$ cat src/rtl/mux_scan_pkg.sv
// Shared constants for the mux scan capture controller: FSM state
// encodings and the default settle time / select width.
package mux_scan_pkg;

    typedef logic [1:0] scan_state_t;

    localparam scan_state_t ST_IDLE   = 2'd0;
    localparam scan_state_t ST_SETTLE = 2'd1;
    localparam scan_state_t ST_SAMPLE = 2'd2;
    localparam scan_state_t ST_DONE   = 2'd3;

    localparam int SETTLE_CYCLES_DEF = 2;
    localparam int SEL_W_DEF         = 3;

endpackage

$ cat src/rtl/mux_scan_capture_settle_timer.sv
// settle_timer: loadable down-counter that raises a zero flag once the
// settle interval after a select change has elapsed.
module settle_timer #(
    parameter int W = 1
) (
    input  logic         clk,
    input  logic         rst_n,
    input  logic         load,
    input  logic [W-1:0] load_value,
    input  logic         enable,
    output logic         zero
);

    logic [W-1:0] count;

    // Load has priority; otherwise count down while enabled, parking at zero.
    always_ff @(posedge clk or negedge rst_n) begin
        if (!rst_n) begin
            count <= '0;
        end else if (load) begin
            count <= load_value;
        end else if (enable && (count != '0)) begin
            count <= count - W'(1);
        end
    end

    assign zero = (count == '0);

endmodule

$ cat src/rtl/mux_scan_capture.sv
// mux_scan_capture: steps an 8:1 mux select through every channel, waits
// a settle time per channel, samples the mux output and presents the
// assembled word on a valid/ready handshake.
// Optional: define MUX_SCAN_CAPTURE_PARITY_EN to add an even-parity output.
module mux_scan_capture
    import mux_scan_pkg::*;
#(
    parameter int SETTLE_CYCLES = SETTLE_CYCLES_DEF,
    parameter int SEL_W         = SEL_W_DEF,
    localparam int NUM_CH       = 1 << SEL_W
) (
    input  logic              Clock,
    input  logic              Resetn,
    input  logic              Start,
    output logic [SEL_W-1:0]  Sel,
    input  logic              M_in,
    output logic [NUM_CH-1:0] Data,
    output logic              Valid,
    input  logic              Ready,
`ifdef MUX_SCAN_CAPTURE_PARITY_EN
    output logic              Parity,
`endif
    output logic              Busy
);

    localparam int CNT_W = (SETTLE_CYCLES > 1) ? $clog2(SETTLE_CYCLES) : 1;
    localparam logic [CNT_W-1:0] RELOAD =
        (SETTLE_CYCLES > 0) ? CNT_W'(SETTLE_CYCLES - 1) : '0;
    localparam logic [SEL_W-1:0] LAST_CH = SEL_W'(NUM_CH - 1);
    localparam scan_state_t AFTER_SEL =
        (SETTLE_CYCLES == 0) ? ST_SAMPLE : ST_SETTLE;

    scan_state_t state;
    logic        timer_load;
    logic        timer_enable;
    logic        timer_zero;

    // The timer is (re)armed whenever a new select value is about to be driven.
    always_comb begin
        timer_load   = 1'b0;
        timer_enable = 1'b0;
        if (state == ST_IDLE && Start) begin
            timer_load = 1'b1;
        end
        if (state == ST_SAMPLE && Sel != LAST_CH) begin
            timer_load = 1'b1;
        end
        if (state == ST_SETTLE) begin
            timer_enable = 1'b1;
        end
    end

    settle_timer #(
        .W(CNT_W)
    ) u_settle_timer (
        .clk        (Clock),
        .rst_n      (Resetn),
        .load       (timer_load),
        .load_value (RELOAD),
        .enable     (timer_enable),
        .zero       (timer_zero)
    );

    // Scan FSM with select stepping and per-channel capture into Data.
    always_ff @(posedge Clock or negedge Resetn) begin
        if (!Resetn) begin
            state <= ST_IDLE;
            Sel   <= '0;
            Data  <= '0;
            Valid <= 1'b0;
        end else begin
            case (state)
                ST_IDLE: begin
                    if (Start) begin
                        Sel   <= '0;
                        Data  <= '0;
                        state <= AFTER_SEL;
                    end
                end
                ST_SETTLE: begin
                    if (timer_zero) begin
                        state <= ST_SAMPLE;
                    end
                end
                ST_SAMPLE: begin
                    Data[Sel] <= M_in;
                    if (Sel == LAST_CH) begin
                        Valid <= 1'b1;
                        state <= ST_DONE;
                    end else begin
                        Sel   <= Sel + SEL_W'(1);
                        state <= AFTER_SEL;
                    end
                end
                default: begin
                    if (Ready) begin
                        Valid <= 1'b0;
                        Sel   <= '0;
                        state <= ST_IDLE;
                    end
                end
            endcase
        end
    end

`ifdef MUX_SCAN_CAPTURE_PARITY_EN
    // Even parity of the full word, written alongside its last bit.
    always_ff @(posedge Clock or negedge Resetn) begin
        if (!Resetn) begin
            Parity <= 1'b0;
        end else if (state == ST_IDLE && Start) begin
            Parity <= 1'b0;
        end else if (state == ST_SAMPLE && Sel == LAST_CH) begin
            Parity <= M_in ^ (^Data[NUM_CH-2:0]);
        end
    end
`endif

    assign Busy = (state == ST_SETTLE) || (state == ST_SAMPLE);

endmodule

$ cat config.mk
export PLATFORM = sky130hd
export DESIGN_NAME = mux_scan_capture
export DESIGN_NICKNAME = d
export VERILOG_FILES = /design/src/rtl/mux_scan_pkg.sv /design/src/rtl/mux_scan_capture_settle_timer.sv /design/src/rtl/mux_scan_capture.sv
export SDC_FILE = /design/constraint.sdc
export NUM_CORES = 1
export LEC_CHECK = 0
export ABC_AREA = 1
export ABC_CLOCK_PERIOD_IN_PS = 2930
export CORE_MARGIN = 2
export CORE_UTILIZATION = 54
export DETAILED_ROUTE_END_ITERATION = 16
export PLACE_DENSITY_LB_ADDON = 0.1
export SETUP_SLACK_MARGIN = 0.02
export SYNTH_ARGS = -nofsm -noshare
export SYNTH_HDL_FRONTEND = slang
export SYNTH_SLANG_ARGS = --single-unit
$ cat constraint.sdc
create_clock -name Clock -period 2.93 [get_ports Clock]
set_input_delay 0.7325 -clock Clock [delete_from_list [all_inputs] [get_ports Clock]]
set_output_delay 0.7325 -clock Clock [all_outputs]
set_load 0.01 [all_outputs]
==> results of run 1 <==
==> layout make-up <==
class | count | area, sq um
clock buffers | 4 | 26.3
multi-input cells | 101 | 524
repair buffers | 17 | 170
fillers | 141 | 513
flip-flops and latches | 15 | 375
inverters | 18 | 67.6
well taps | 25 | 31.3
==> routing by layer <==
| layer | global-route usage [%] | vias up | wire, microns |
|---|---|---|---|
| li1 | - | 459 | - |
| met1 | 29.4 | 387 | 938 |
| met2 | 35.0 | 15 | 892 |
| met3 | 3.53 | 4 | 44 |
| met4 | 10.3 | 0 | 41 |
| met5 | 0 | - | 0 |
==> worst max-delay path by stage <==
stage | cells after the start | end | start
floorplan | 2 | Busy | state[0]
finish | 3 | Busy | state[0]
global route | 3 | Busy | state[0]
CTS | 3 | Busy | state[0]
global placement | 3 | Busy | state[0]
detailed placement | 3 | Busy | state[0]
==> registers in the layout, indices dropped and copies added, names as in the netlist <==
signal	flops
state	2
Sel	3
Data	8
Valid	1
u_settle_timer.count	1
==> cell usage after synthesis <==
library cell	count	area [sq um]
o221ai_1	1	8.76
and2_2	1	7.51
inv_1	17	63.8
nand4_1	3	18.8
dfrtp_1	15	375
nand3_2	1	10.0
nor2_1	5	18.8
nand2_2	3	18.8
nand3b_1	1	7.51
o21ai_1	1	5.00
ha_1	8	100
o21ai_0	2	10.0
nand3_1	9	45.0
buf_2	2	10.0
nor2_2	1	6.26
nand2_1	61	229
inv_2	1	3.75
a21oi_1	1	5.00
nor2_4	3	33.8
==> through the flow <==
| step | utilization (%) | total power [mW] | setup WS [ns] | instance area, sq um |
|---|---|---|---|---|
| after global placement | 68.4 | 0.801 | 0.864 | 1170 |
| final | 70.0 | 0.932 | 0.510 | 1190 |
| after detailed placement | 68.4 | 0.819 | 0.803 | 1170 |
| after global routing | 70.0 | 1.03 | 0.382 | 1190 |
| after floorplan | - | 0.667 | 1.37 | 977 |
| after CTS | 70.0 | 0.940 | 0.492 | 1190 |
==> kinds of logic (layout without fill, tap and decap cells) <==
kind of cell             Yosys count  after routing  synth area share (%)
AND/OR/NAND/NOR                   88             88                  40.5
adder cells (fa/ha/maj)            8              8                  10.2
buffers and inverters             20             39                  7.94
AO/OA/AOI/OAI                      5              5                  2.94
flip-flops                        15             15                  38.4
==> worst max-delay path: stages, from the launching register on <==
cell,delay (ns)
dfrtp_1,0.43
inv_1,0.13
ha_1,0.31
clkdlybuf4s50_1,0.53
==> power by group <==
part	total [mW]	switching, mW	leakage (nW)	internal, mW
logic	0.521	0.309	0.447	0.212
registers	0.294	0.0448	0.202	0.249
clock network	0.118	0.0647	0.0150	0.0529
total	0.932	0.419	0.664	0.514
==> impl_metrics.yaml, run 1 <==
layout:
  num_antenna_cells: 0
  final_cell_mix: "61 x nand2_1, 17 x inv_1, 17 x clkdlybuf4s50_1, 15 x dfrtp_1, 9 x nand3_1"
  stdcell_count: 180
  final_nets: 169
  drive_above_1_share_pct: 8.39
  final_common_cell: "nand2_1"
  syn2layout_area_growth_pct: 22.3
placed_design:
  port_buffers: 17
  place_congestion: 0.811
  hpwl_microns: 1470
  placed_cells: 176
grt:
  antenna_found_initial: 0
  grt_pass1_wl_microns: 3350
  grt_pass1_vias: 798
  grtUsageTotal_pct: 22.2
  grt_max_degree: 16
  overflow: 0
synth:
  avgSynthCellArea_sq_um: 7.19
  syn_area_sq_um: 977
  synth_cell_type_count: 19
  synth_seq_cells: 15
  yosys_warnings: 0
  synthCells: 136
  syn-num-nets: 149
  synth_seq_area_share_pct: 38.4
clock_tree:
  root_buffer: "clkbuf_4"
  cts_htree_levels: 1
  cts_setup_buffers: 0
  insertion_delay_ns: 0.28
  cts_buffers: 3
  cts_resized: 0
  cts_tree: "done"
  cts_hold_buf: 0
  clock_sinks: 15
  clock_path_buffers: 2
  cts.reportedPaths.clkPinSlew_ns: 0.09
min_path:
  holdPathStages: 2
  worst_hold_startpoint: "Data[4]"
  hp-class: "reg2reg"
  hold_end: "Data[4]"
timing:
  fin_crit_sh_pct: 82.6
  clock_skew_ns: 0.00555
  finalHoldViolCount: 0
  hold_slack_ns: 0.478
  setup_viol: 0
  fmax_mhz: 413
  slew_violations: 0
  fin_crit_ns: 2.42
  tns_ns: 0
  rsz0062_at_grt: "no"
  max_slew_margin_pct: 56.0
  tightest_slew_ns: 0.657
pwr:
  power_density_nw_per_um2: 780
  vdd.ir_drop.worst_uv: 602
  leakagePower_nw: 0.664
setup_path:
  crit_fanout: 6
  reg2reg_slack_ns: 1.27
  cp.arrival_ns: 1.69
  timing.rr.start: "Sel[0]"
  start_kind: "register"
  critical_path_class: "reg2out"
  cp.required_ns: 2.20
  end_kind: "output pin"
  reg2reg_depth: 6
  r2r-end: "Sel[0]"
drt:
  remaining_drc_errors: 0
  ant_nets: 0
  wl_per_cell_microns: 10.6
  drt-pass1-iter-count: 4
  vias: 865
  vias_per_cell: 4.81
  wirelength_microns: 1920
  drt_iter0_drc: 28
floorplan:
  ios: 18
  die_area_sq_um: 2170
  fp.dieW_microns: 46.5
  core_sq_um: 1710
  die_height_microns: 46.5
  rows: 15
  start_util_pct: 57.2
status:
  status: "finished, final reports clean"
flow_run:
  maxCapViolCount: 0
(Power assumes the default switching activity.)
==> run 2, diff against run 1 <==
--- a/config.mk
+++ b/config.mk
@@ -6,9 +6,9 @@
 export NUM_CORES = 1
 export LEC_CHECK = 0
 export ABC_AREA = 1
-export ABC_CLOCK_PERIOD_IN_PS = 2930
+export ABC_CLOCK_PERIOD_IN_PS = 2500
 export CORE_MARGIN = 2
-export CORE_UTILIZATION = 54
+export CORE_UTILIZATION = 51
 export DETAILED_ROUTE_END_ITERATION = 16
 export PLACE_DENSITY_LB_ADDON = 0.1
 export SETUP_SLACK_MARGIN = 0.02
==> constraint.sdc (replaced) <==
create_clock -name Clock -period 2.5 [get_ports Clock]
set_input_delay 0.625 -clock Clock [delete_from_list [all_inputs] [get_ports Clock]]
set_output_delay 0.625 -clock Clock [all_outputs]
set_load 0.01 [all_outputs]
==> impl_metrics.yaml, run 2 (synthesis gave the netlist of run 1 again) <==
min_path:
  worst_hold_startpoint: "Data[6]"
  holdPathStages: 2
  hp-class: "reg2reg"
floorplan:
  die_height_microns: 47.8
  fp.dieW_microns: 47.8
  start_util_pct: 55.4
  rows: 15
  core_sq_um: 1760
  die_area_sq_um: 2280
  ios: 18
layout:
  largest_register_ffs: 8
  final_cell_mix: "61 x nand2_1, 17 x inv_1, 17 x clkdlybuf4s50_1, 15 x dfrtp_1, 9 x nand3_1"
  stdcell_count: 180
  stdcell_area_sq_um: 1190
  syn2layout_area_growth_pct: 22.3
  fill_cells: 160
  final_util_pct: 67.7
  final_nets: 169
  largest_register: "Data"
  final_common_cell: "nand2_1"
  drive_above_1_share_pct: 8.39
  num_antenna_cells: 0
  top_regs: "Data: 8 flops, Sel: 3 flops, state: 2 flops"
clock_tree:
  cts_resized: 0
  cts_setup_buffers: 0
  cts_hold_buf: 0
  cts_htree_levels: 1
  cts_buffers: 3
  cts.reportedPaths.clkPinSlew_ns: 0.09
  root_buffer: "clkbuf_4"
  clock_path_buffers: 2
  cts_tree: "done"
  insertion_delay_ns: 0.28
  clock_sinks: 15
setup_path:
  cp.arrival_ns: 1.69
  cp.depth: 3
  crit_chain: "inv_1 -> ha_1 -> clkdlybuf4s50_1"
  critPathSlowestCell: "clkdlybuf4s50_1"
  r2r-end: "Sel[0]"
  critPathCapture: "Busy"
  end_kind: "output pin"
  max_stage_delay_ns: 0.53
  critPathLaunch: "state[0]"
  path_delay_family: "buffers and inverters"
  critical_path_class: "reg2out"
  timing.rr.start: "Sel[0]"
  crit_buf_inv: 2
  reg2reg_depth: 6
  cp.required_ns: 1.88
  crit_fanout: 6
  start_kind: "register"
  reg2reg_slack_ns: 0.83
placed_design:
  placed_cells: 176
  post-place-ws_ns: 0.485
  hpwl_microns: 1470
  place_area_sq_um: 1170
  place_congestion: 0.912
  port_buffers: 17
status:
  status: "finished, final reports clean"
drt:
  wirelength_microns: 1920
  remaining_drc_errors: 0
  vias_per_cell: 4.89
  drt_iter0_drc: 32
  drt-pass1-iter-count: 4
  vias: 880
  ant_nets: 0
  wl_per_cell_microns: 10.7
grt:
  grtUsageTotal_pct: 20.8
  antenna_found_initial: 0
  grt_pass1_wl_microns: 3290
  grt_max_degree: 16
  overflow: 0
  grt_pass1_vias: 746
timing:
  fmax_mhz: 433
  rsz0062_at_grt: "no"
  max_slew_margin_pct: 55.8
  fin_crit_ns: 2.31
  setup_viol: 0
  tns_ns: 0
  fin_crit_sh_pct: 92.5
  slew_violations: 0
  hold_slack_ns: 0.475
  fin_ws_ns: 0.188
  finalHoldViolCount: 0
  tightest_slew_ns: 0.661
  clock_skew_ns: 0.00755
pwr:
  power_density_nw_per_um2: 912
  p_total_mw: 1.09
  leakagePower_nw: 0.664
  vdd.ir_drop.worst_uv: 743
flow_run:
  maxCapViolCount: 0
==> run 2: power by group <==
group          switching, mW  internal, mW  leakage [nW]
logic                  0.363         0.249         0.447
registers             0.0523         0.292         0.202
clock network         0.0717        0.0619        0.0150
total                  0.487         0.603         0.664
==> run 2: worst min-delay path by stage <==
stage	end	slack, ns
floorplan	Data[0]	0.33
global placement	Data[6]	0.45
detailed placement	Data[6]	0.46
CTS	Data[6]	0.48
global route	Data[6]	0.50
finish	Data[6]	0.47
==> run 2: final cells by class <==
cell class	count	area, sq um	area share (%)
clock buffer	4	26.3	2.20
multi-input combinational	101	524	43.9
tap	25	31.3	2.62
inverter	18	67.6	5.65
timing repair buffer	17	170	14.2
sequential	15	375	31.4
==> run 2: metal layers <==
layer,GRT usage (%),up-vias,share of wire [%],routed length [microns]
met3,7.55,4,6.4,122
li1,-,457,-,-
met5,0,-,0,0
met1,28.7,388,46,886
met4,7.03,0,1.2,23
met2,30.1,31,46,887
==> run 2: tightest hold or removal path, cell delays in order (launching register included) <==
cell,delay [ns]
dfrtp_1,0.35
nand2_1,0.05
nand2_1,0.04
==> run 3, diff against run 2 <==
--- a/config.mk
+++ b/config.mk
@@ -5,10 +5,9 @@
 export SDC_FILE = /design/constraint.sdc
 export NUM_CORES = 1
 export LEC_CHECK = 0
-export ABC_AREA = 1
-export ABC_CLOCK_PERIOD_IN_PS = 2500
+export ABC_CLOCK_PERIOD_IN_PS = 2540
 export CORE_MARGIN = 2
-export CORE_UTILIZATION = 51
+export CORE_UTILIZATION = 50
 export DETAILED_ROUTE_END_ITERATION = 16
 export PLACE_DENSITY_LB_ADDON = 0.1
 export SETUP_SLACK_MARGIN = 0.02
==> constraint.sdc (replaced) <==
create_clock -name Clock -period 2.54 [get_ports Clock]
set_input_delay 0.635 -clock Clock [delete_from_list [all_inputs] [get_ports Clock]]
set_output_delay 0.635 -clock Clock [all_outputs]
set_load 0.01 [all_outputs]
==> impl_metrics.yaml, run 3 <==
status:
  status: "finished, final reports clean"
clock_tree:
  cts_resized: 0
  clock_path_buffers: 2
  cts_setup_buffers: 0
  root_buffer: "clkbuf_4"
  cts_tree: "done"
  cts_buffers: 3
  clock_sinks: 15
  cts_hold_buf: 0
  cts.reportedPaths.clkPinSlew_ns: 0.09
  cts_htree_levels: 1
  insertion_delay_ns: 0.29
layout:
  fill_cells: 142
  top_regs: "Data: 8 flops, Sel: 3 flops, state: 2 flops"
  largest_register_ffs: 8
  final_nets: 125
  final_common_cell: "clkdlybuf4s50_1"
  stdcell_count: 136
  largest_register: "Data"
  ff_latch_area_sq_um: 375
  multi_input_area_sq_um: 498
  syn2layout_area_growth_pct: 22.0
  final_cell_mix: "17 x clkdlybuf4s50_1, 15 x dfrtp_1, 11 x inv_1, 8 x a21oi_1, 8 x ha_1"
  drive_above_1_share_pct: 10.8
  num_antenna_cells: 0
synth:
  yosysTopAreaCellShare_pct: 39.8
  synth_seq_cells: 15
  synth_cell_type_count: 34
  synth_seq_area_share_pct: 39.8
  synthCells: 94
  yosys_warnings: 0
  yosys-top-cells-count: "15 x dfrtp_1, 11 x inv_1, 8 x a21oi_1, 8 x ha_1, 6 x o22ai_1"
  synth_most_common_cell: "dfrtp_1"
  syn-num-nets: 107
  synth.largest_area_cell: "dfrtp_1"
  synth_area_leaders: "dfrtp_1 40%, ha_1 11%, inv_1 4.4%"
  ys_async_sr_fraction_pct: 100
  synth_ff_type: "dfrtp_1"
  avgSynthCellArea_sq_um: 10.0
  synth_edf_count: 0
  syn_area_sq_um: 943
floorplan:
  fp.dieW_microns: 47.4
  core_sq_um: 1750
  rows: 15
  die_height_microns: 47.4
  ios: 18
  die_area_sq_um: 2250
  start_util_pct: 54.1
setup_path:
  cp.required_ns: 1.90
  r2r-end: "Sel[0]"
  reg2reg_depth: 5
  cp.arrival_ns: 1.65
  crit_fanout: 5
  critical_path_class: "reg2out"
  reg2reg_slack_ns: 0.67
  start_kind: "register"
  timing.rr.start: "Sel[1]"
  end_kind: "output pin"
timing:
  setup_viol: 0
  fin_ws_ns: 0.251
  max_slew_margin_pct: 52.7
  tns_ns: 0
  slew_violations: 0
  rsz0062_at_grt: "no"
  fmax_mhz: 437
  tightest_slew_ns: 0.708
  fin_crit_sh_pct: 90.1
  finalHoldViolCount: 0
  clock_skew_ns: 0.00729
  fin_crit_ns: 2.29
min_path:
  hold_end: "Data[0]"
  holdPathStages: 2
  worst_hold_startpoint: "Data[0]"
  hp-class: "reg2reg"
grt:
  antenna_found_initial: 0
  grt_pass1_vias: 678
  overflow: 0
  grt_max_degree: 17
  grt_pass1_wl_microns: 2960
  grtUsageTotal_pct: 19.4
drt:
  vias: 775
  ant_nets: 0
  drt_iter0_drc: 29
  wl_per_cell_microns: 13.9
  wirelength_microns: 1900
  drt-pass1-iter-count: 4
  remaining_drc_errors: 0
  vias_per_cell: 5.70
placed_design:
  port_buffers: 17
  place_congestion: 0.749
  hpwl_microns: 1340
  post-place-ws_ns: 0.570
  placed_cells: 132
pwr:
  power_density_nw_per_um2: 933
  leakagePower_nw: 0.491
  vdd.ir_drop.worst_uv: 599
flow_run:
  maxCapViolCount: 0
==> run 3: logic make-up (layout without fill, tap and decap cells) <==
kind of cell | Yosys count | in the layout | share of synthesized area (%)
and+or+nand+nor | 26 | 26 | 18.6
buffers and inverters | 16 | 33 | 7.43
DFF | 15 | 15 | 39.8
AOI/OAI and AO/OA | 25 | 25 | 18.8
muxes | 4 | 4 | 4.77
adders and majority gates | 8 | 8 | 10.6
==> run 3: worst max path at each step <==
stage | start | end | slack, ns | depth (start not counted)
2_1_floorplan | Sel[1] | Sel[0] | 0.93 | 5
3_3_place_gp | state[0] | Busy | 0.60 | 3
3_5_place_dp | state[1] | Busy | 0.57 | 3
4_1_cts | state[0] | Busy | 0.24 | 3
5_1_grt | state[0] | Busy | 0.13 | 3
6_report | state[0] | Busy | 0.25 | 3
==> run 3: stage by stage <==
step / power, mW / utilization (%) / hold WS [ns] / area [sq um]
after detailed placement: 0.937 / 64.4 / 0.478 / 1120
final: 1.07 / 65.9 / 0.497 / 1150
after global placement: 0.923 / 64.4 / 0.473 / 1120
after floorplan: 0.777 / - / 0.339 / 943
after CTS: 1.08 / 65.9 / 0.500 / 1150
after global routing: 1.16 / 65.9 / 0.541 / 1150
==> run 3: layout make-up <==
| cell class | count | area share, % |
|---|---|---|
| flip-flops and latches | 15 | 32.6 |
| clock buffers | 3 | 1.96 |
| inverters | 11 | 3.59 |
| well taps | 25 | 2.72 |
| repair buffers | 18 | 15.4 |
| multi-input cells | 63 | 43.3 |
| clock inverters | 1 | 0.435 |
==> run 3: worst max-delay path: stages (launching register included) <==
cell             delay [ns]
dfrtp_1                0.41
inv_1                  0.12
ha_1                   0.31
clkdlybuf4s50_1        0.53
==> run 3: report_power, final <==
part / switching (mW) / internal [mW] / total [mW]
Combinational: 0.298 / 0.275 / 0.572
Sequential: 0.0701 / 0.290 / 0.361
Clock: 0.0831 / 0.0586 / 0.142
==> run 3: layer usage <==
layer / share of wire, % / track usage (%)
met1: 47 / 25.6
met2: 45 / 29.2
met3: 5.7 / 3.77
met4: 2.4 / 12.2
met5: 0 / 0
==> RTL edit 1: new RTL, config.mk and constraints of run 1 <==
Add a define of `MUX_SCAN_CAPTURE_PARITY_EN`.
--- a/src/rtl/mux_scan_capture.sv
+++ b/src/rtl/mux_scan_capture.sv
@@ -4,2 +4,4 @@
 // Optional: define MUX_SCAN_CAPTURE_PARITY_EN to add an even-parity output.
+`define MUX_SCAN_CAPTURE_PARITY_EN
+
 module mux_scan_capture
Formal check against the unedited RTL (old outputs only; new: Parity): equivalent (equiv_simple and equiv_induct, registers matched by name and starting in step).
==> RTL edit 1 against run 1 <==
- critical path depth unchanged
- area after synthesis rose by 4.1%
- worst setup slack gained 0.0041 ns
- sequential cell count grew 1
- total power is 22% higher
- via count is 9.5% higher
- routed wire length grew 11%
- final area is 5.4% higher
==> RTL edit 1: results (changes against run 1) <==
{| class="wikitable"
! Metric !! Value
|-
| Post-synth top cells || nand2_1, inv_1, dfrtp_1
|-
| Syn Area/Cell || 7.32 um2 (+1.9%)
|-
| Via count of the first global-routing pass || 781 (-2.1%)
|-
| Area growth syn-to-layout || 23.9%
|-
| Maximum clock skew at final layout || 0.00196 ns (-0.00359 ns)
|-
| Post-Route M1 WL || 1010 um (+7.2%)
|-
| First-pass GRT wire length || 3260 um (-2.5%)
|-
| Fin cells || 185 (+2.8%)
|-
| Peak supply drop || 727 uV (+21%)
|-
| Post-layout net count || 174 (+3.0%)
|-
| Met2 Routed Length || 1030 um (+15%)
|-
| Setup slack of the most critical reg-to-reg path || 1.20 ns (-0.07 ns)
|-
| Placement-stage cell area || 1220 um2 (+4.7%)
|-
| Synth Area in XOR/XNOR || 0.861% (+0.86 points)
|-
| Run status || finished, final reports clean
|-
| Number of input and output port buffers inserted || 18 (+1)
|-
| HPWL after detailed placement || 1690 um (+15%)
|-
| Launch instance of the worst min-delay path || Data[7]$_DFFE_PN0P_
|-
| Net count after synthesis || 152 (+2.0%)
|-
| GR Util All Layers || 22.0% (-0.21 points)
|-
| Static leakage || 0.626 nW (-5.7%)
|-
| Top post-synthesis cells by area || dfrtp_1, nand2_1, ha_1
|-
| Grt met3 use || 4.62% (+1.1 points)
|-
| Global placement routability congestion || 0.830 (+2.3%)
|-
| Fill cell count || 144 (+2.1%)
|-
| Placement-stage worst setup slack || 0.837 ns (+0.0337 ns)
|-
| Fraction of the mapped netlist area in adder cells || 9.84% (-0.40 points)
|-
| Slew margin rel. || 54.0% (-2.1 points)
|-
| # placed instances || 181 (+2.8%)
|-
| Vias || 947 (+9.5%)
|-
| Fraction of layout instances using a drive strength above 1 || 4.38% (-4.0 points)
|}
-- RTL edit 1: cell count changes after synthesis, sizes merged, moves of 3 or more --
cell,delta
a21oi,+13
inv,+7
nand2,-26
nand4,-3
o21ai,+4
o22ai,+7
-- RTL edit 1: cell families after synthesis --
family	count (synthesis)
and+or+nand+nor	57
DFF	16
AOI/OAI and AO/OA	31
adders and majority gates	8
xor gates and xnor gates	1
buffers and inverters	26
-- RTL edit 1: final cells by class --
cell class | instances | area share, %
multi-input combinational | 97 | 41.1
sequential | 16 | 31.8
timing repair buffer | 18 | 14.3
inverter | 25 | 7.45
clock buffer | 4 | 2.88
tap | 25 | 2.48
-- RTL edit 1: power by group --
part           total [mW]  internal (mW)  switching (mW)
Clock               0.149         0.0759          0.0731
Sequential          0.348          0.280          0.0680
Combinational       0.643          0.268           0.374
-- RTL edit 1: critical path, stage by stage (launching register included) --
cell and delay [ns]:
dfrtp_1 0.43, inv_1 0.11, ha_1 0.31, clkdlybuf4s50_1 0.53
==> RTL edit 2: new RTL, config.mk and constraints of run 1 <==
Made on the original files. The package constant `SEL_W_DEF` goes from 3 to 2.
--- a/src/rtl/mux_scan_pkg.sv
+++ b/src/rtl/mux_scan_pkg.sv
@@ -12,3 +12,3 @@
     localparam int SETTLE_CYCLES_DEF = 2;
-    localparam int SEL_W_DEF         = 3;
+    localparam int SEL_W_DEF         = 2;
 
Interface: changed (resized Data and Sel); port bits go from 18 to 13. The function was not compared with the original's and may differ.
==> RTL edit 2 against run 1 <==
- total power decreased by 19%
- clock skew is 0.0040 ns lower
- routed wire length down 24%
- hold slack better by 0.015 ns
- final area fell by 29%
- combinational power is 15% lower
- via count is 29% lower
- worst setup slack improved by 0.025 ns
- area after synthesis shrank 29%
- global-route usage grew 1.1 points
- final cell count is 34% lower
- sequential cell count down 5
- critical path depth did not move
- critical path type unchanged
==> RTL edit 2: results (changes against run 1) <==
{| class="wikitable"
! Metric !! Value
|-
| Reg-to-reg endpoint || Data[0]$_DFFE_PN0P_
|-
| Startpoint of the most critical register-to-register path || state[0]$_DFFE_PN0P_
|-
| Max-cap violation count || 0 (unchanged)
|-
| Leading registers by flop count || Data (4), Sel (2), state (2)
|-
| Fill cell count || 87 (-38%)
|-
| Avg WL per Cell || 12.2 um (+15%)
|-
| Setup slack of the most critical reg-to-reg path || 1.20 ns (-0.07 ns)
|-
| Share of synthesized flip-flops with an asynchronous set or reset || 100% (unchanged)
|-
| Number of hold buffers added after cts || 0 (unchanged)
|-
| HPWL after detailed placement || 1090 um (-26%)
|-
| Clock transition at path regs || 0.06 ns (-0.03 ns)
|-
| Buffer type at the clock tree root || clkbuf_4
|-
| Post-layout net count || 122 (-28%)
|-
| Number of search-and-repair iterations in the first detailed-routing pass || 4 (unchanged)
|-
| Peak fanout along the critical path || 5 (-1)
|-
| Hold Crit Endpoint || Data[1]$_DFFE_PN0P_
|-
| Number of distinct library cells after synthesis || 14 (-5)
|-
| Clock network latency to the later pin of the worst-skew pair || 0.28 ns (about the same)
|-
| Cell count of the worst hold path || 2 (unchanged)
|-
| Peak supply drop || 609 uV (+1.1%)
|-
| Total CTS buffers || 3 (unchanged)
|-
| Number of input and output port buffers inserted || 12 (-5)
|-
| Pin count of the biggest net entering global routing || 14 (-2)
|-
| Maximum root-to-sink buffer count || 2 (unchanged)
|-
| Number of antenna cells inserted || 0 (unchanged)
|-
| Logic depth of the worst register-to-register path || 7 (+1)
|-
| Slew margin rel. || 67.6% (+12 points)
|-
| Launch instance of the worst min-delay path || Data[1]$_DFFE_PN0P_
|-
| Static leakage || 0.435 nW (-35%)
|-
| Worst Hold Class || flip-flop to flip-flop
|-
| Part of the Yosys area used for sequential elements || 36.0% (-2.4 points)
|-
| Via count of the first global-routing pass || 590 (-26%)
|-
| Worst path arrival time || 1.66 ns (-0.03 ns)
|-
| Vias per cell || 5.17 (+7.5%)
|-
| Net count after synthesis || 106 (-29%)
|-
| Top post-synthesis cells by area || dfrtp_1, ha_1, nand2_1
|-
| Total of warnings raised by yosys || 0 (unchanged)
|-
| Deepest level of the CTS H-tree || 1 (unchanged)
|-
| Number of post-CTS setup repair buffers || 0 (unchanged)
|-
| Placement-stage worst setup slack || 0.863 ns (+0.0602 ns)
|-
| Global placement routability congestion || 0.909 (+12%)
|-
| Run status || finished, final reports clean
|-
| GR Util All Layers || 23.3% (+1.1 points)
|-
| Number of resized instances in the post-cts repair step || 0 (unchanged)
|-
| DRT iter0 DRCs || 15 (-46%)
|-
| First-pass GRT wire length || 2400 um (-28%)
|-
| Post-synth top cells || nand2_1, inv_1, nand3_1
|-
| Initial antenna violation count || 0 (unchanged)
|-
| Fraction of layout instances using a drive strength above 1 || 5.71% (-2.7 points)
|-
| Maximum clock skew at final layout || 0.00157 ns (-0.00398 ns)
|}
RTL edit 2: power by group:
part	internal, mW	switching, mW	leakage, nW
combinational	0.178	0.264	0.289
clock	0.0477	0.0508	0.0138
sequential	0.177	0.0337	0.132
total	0.402	0.349	0.435
RTL edit 2: worst max path at each step:
| stage | slack (ns) | start | to |
|---|---|---|---|
| floorplan | 1.39 | state[0]$_DFFE_PN0P_ | Busy |
| global placement | 0.89 | state[0]$_DFFE_PN0P_ | Busy |
| detailed placement | 0.86 | state[0]$_DFFE_PN0P_ | Busy |
| CTS | 0.56 | state[0]$_DFFE_PN0P_ | Busy |
| global route | 0.46 | state[0]$_DFFE_PN0P_ | Busy |
| finish | 0.54 | state[0]$_DFFE_PN0P_ | Busy |
RTL edit 2: logic make-up after synthesis:
group | share of synthesized area (%)
AO/OA/AOI/OAI | 5.39
adder cells (fa/ha/maj) | 18.0
buffers and inverters | 9.71
flip-flops | 36.0
AND/OR/NAND/NOR | 30.9
RTL edit 2: critical path: stages, from the launching register on:
cell and delay (ns):
dfrtp_1 0.41, inv_1 0.12, ha_1 0.31, clkdlybuf4s50_1 0.54
RTL edit 2: layout make-up:
| class | count | area, um2 | share of cell area (%) |
|---|---|---|---|
| clock buffer | 3 | 22.5 | 2.67 |
| inverter | 15 | 56.3 | 6.67 |
| multi-input combinational | 65 | 378 | 44.7 |
| sequential | 10 | 250 | 29.6 |
| tap | 14 | 17.5 | 2.07 |
| timing repair buffer | 12 | 120 | 14.2 |
RTL edit 2: stage by stage:
step / hold slack (ns) / power [mW] / util [%] / cells / area, um2
after floorplan: 0.437 / 0.517 / - / 91 / 696
after global placement: 0.472 / 0.623 / 71.1 / 116 / 822
after detailed placement: 0.486 / 0.640 / 71.1 / 116 / 822
after CTS: 0.501 / 0.740 / 73.1 / 119 / 845
after global routing: 0.515 / 0.816 / 73.1 / 119 / 845
final: 0.493 / 0.750 / 73.1 / 119 / 845
RTL edit 2: layer usage:
metal	up-vias	track usage [%]	routed length, um
met5	-	0	0
met4	0	12.1	39
met3	7	6.82	99
met2	26	36.3	651
met1	264	28.4	665
li1	318	-	-
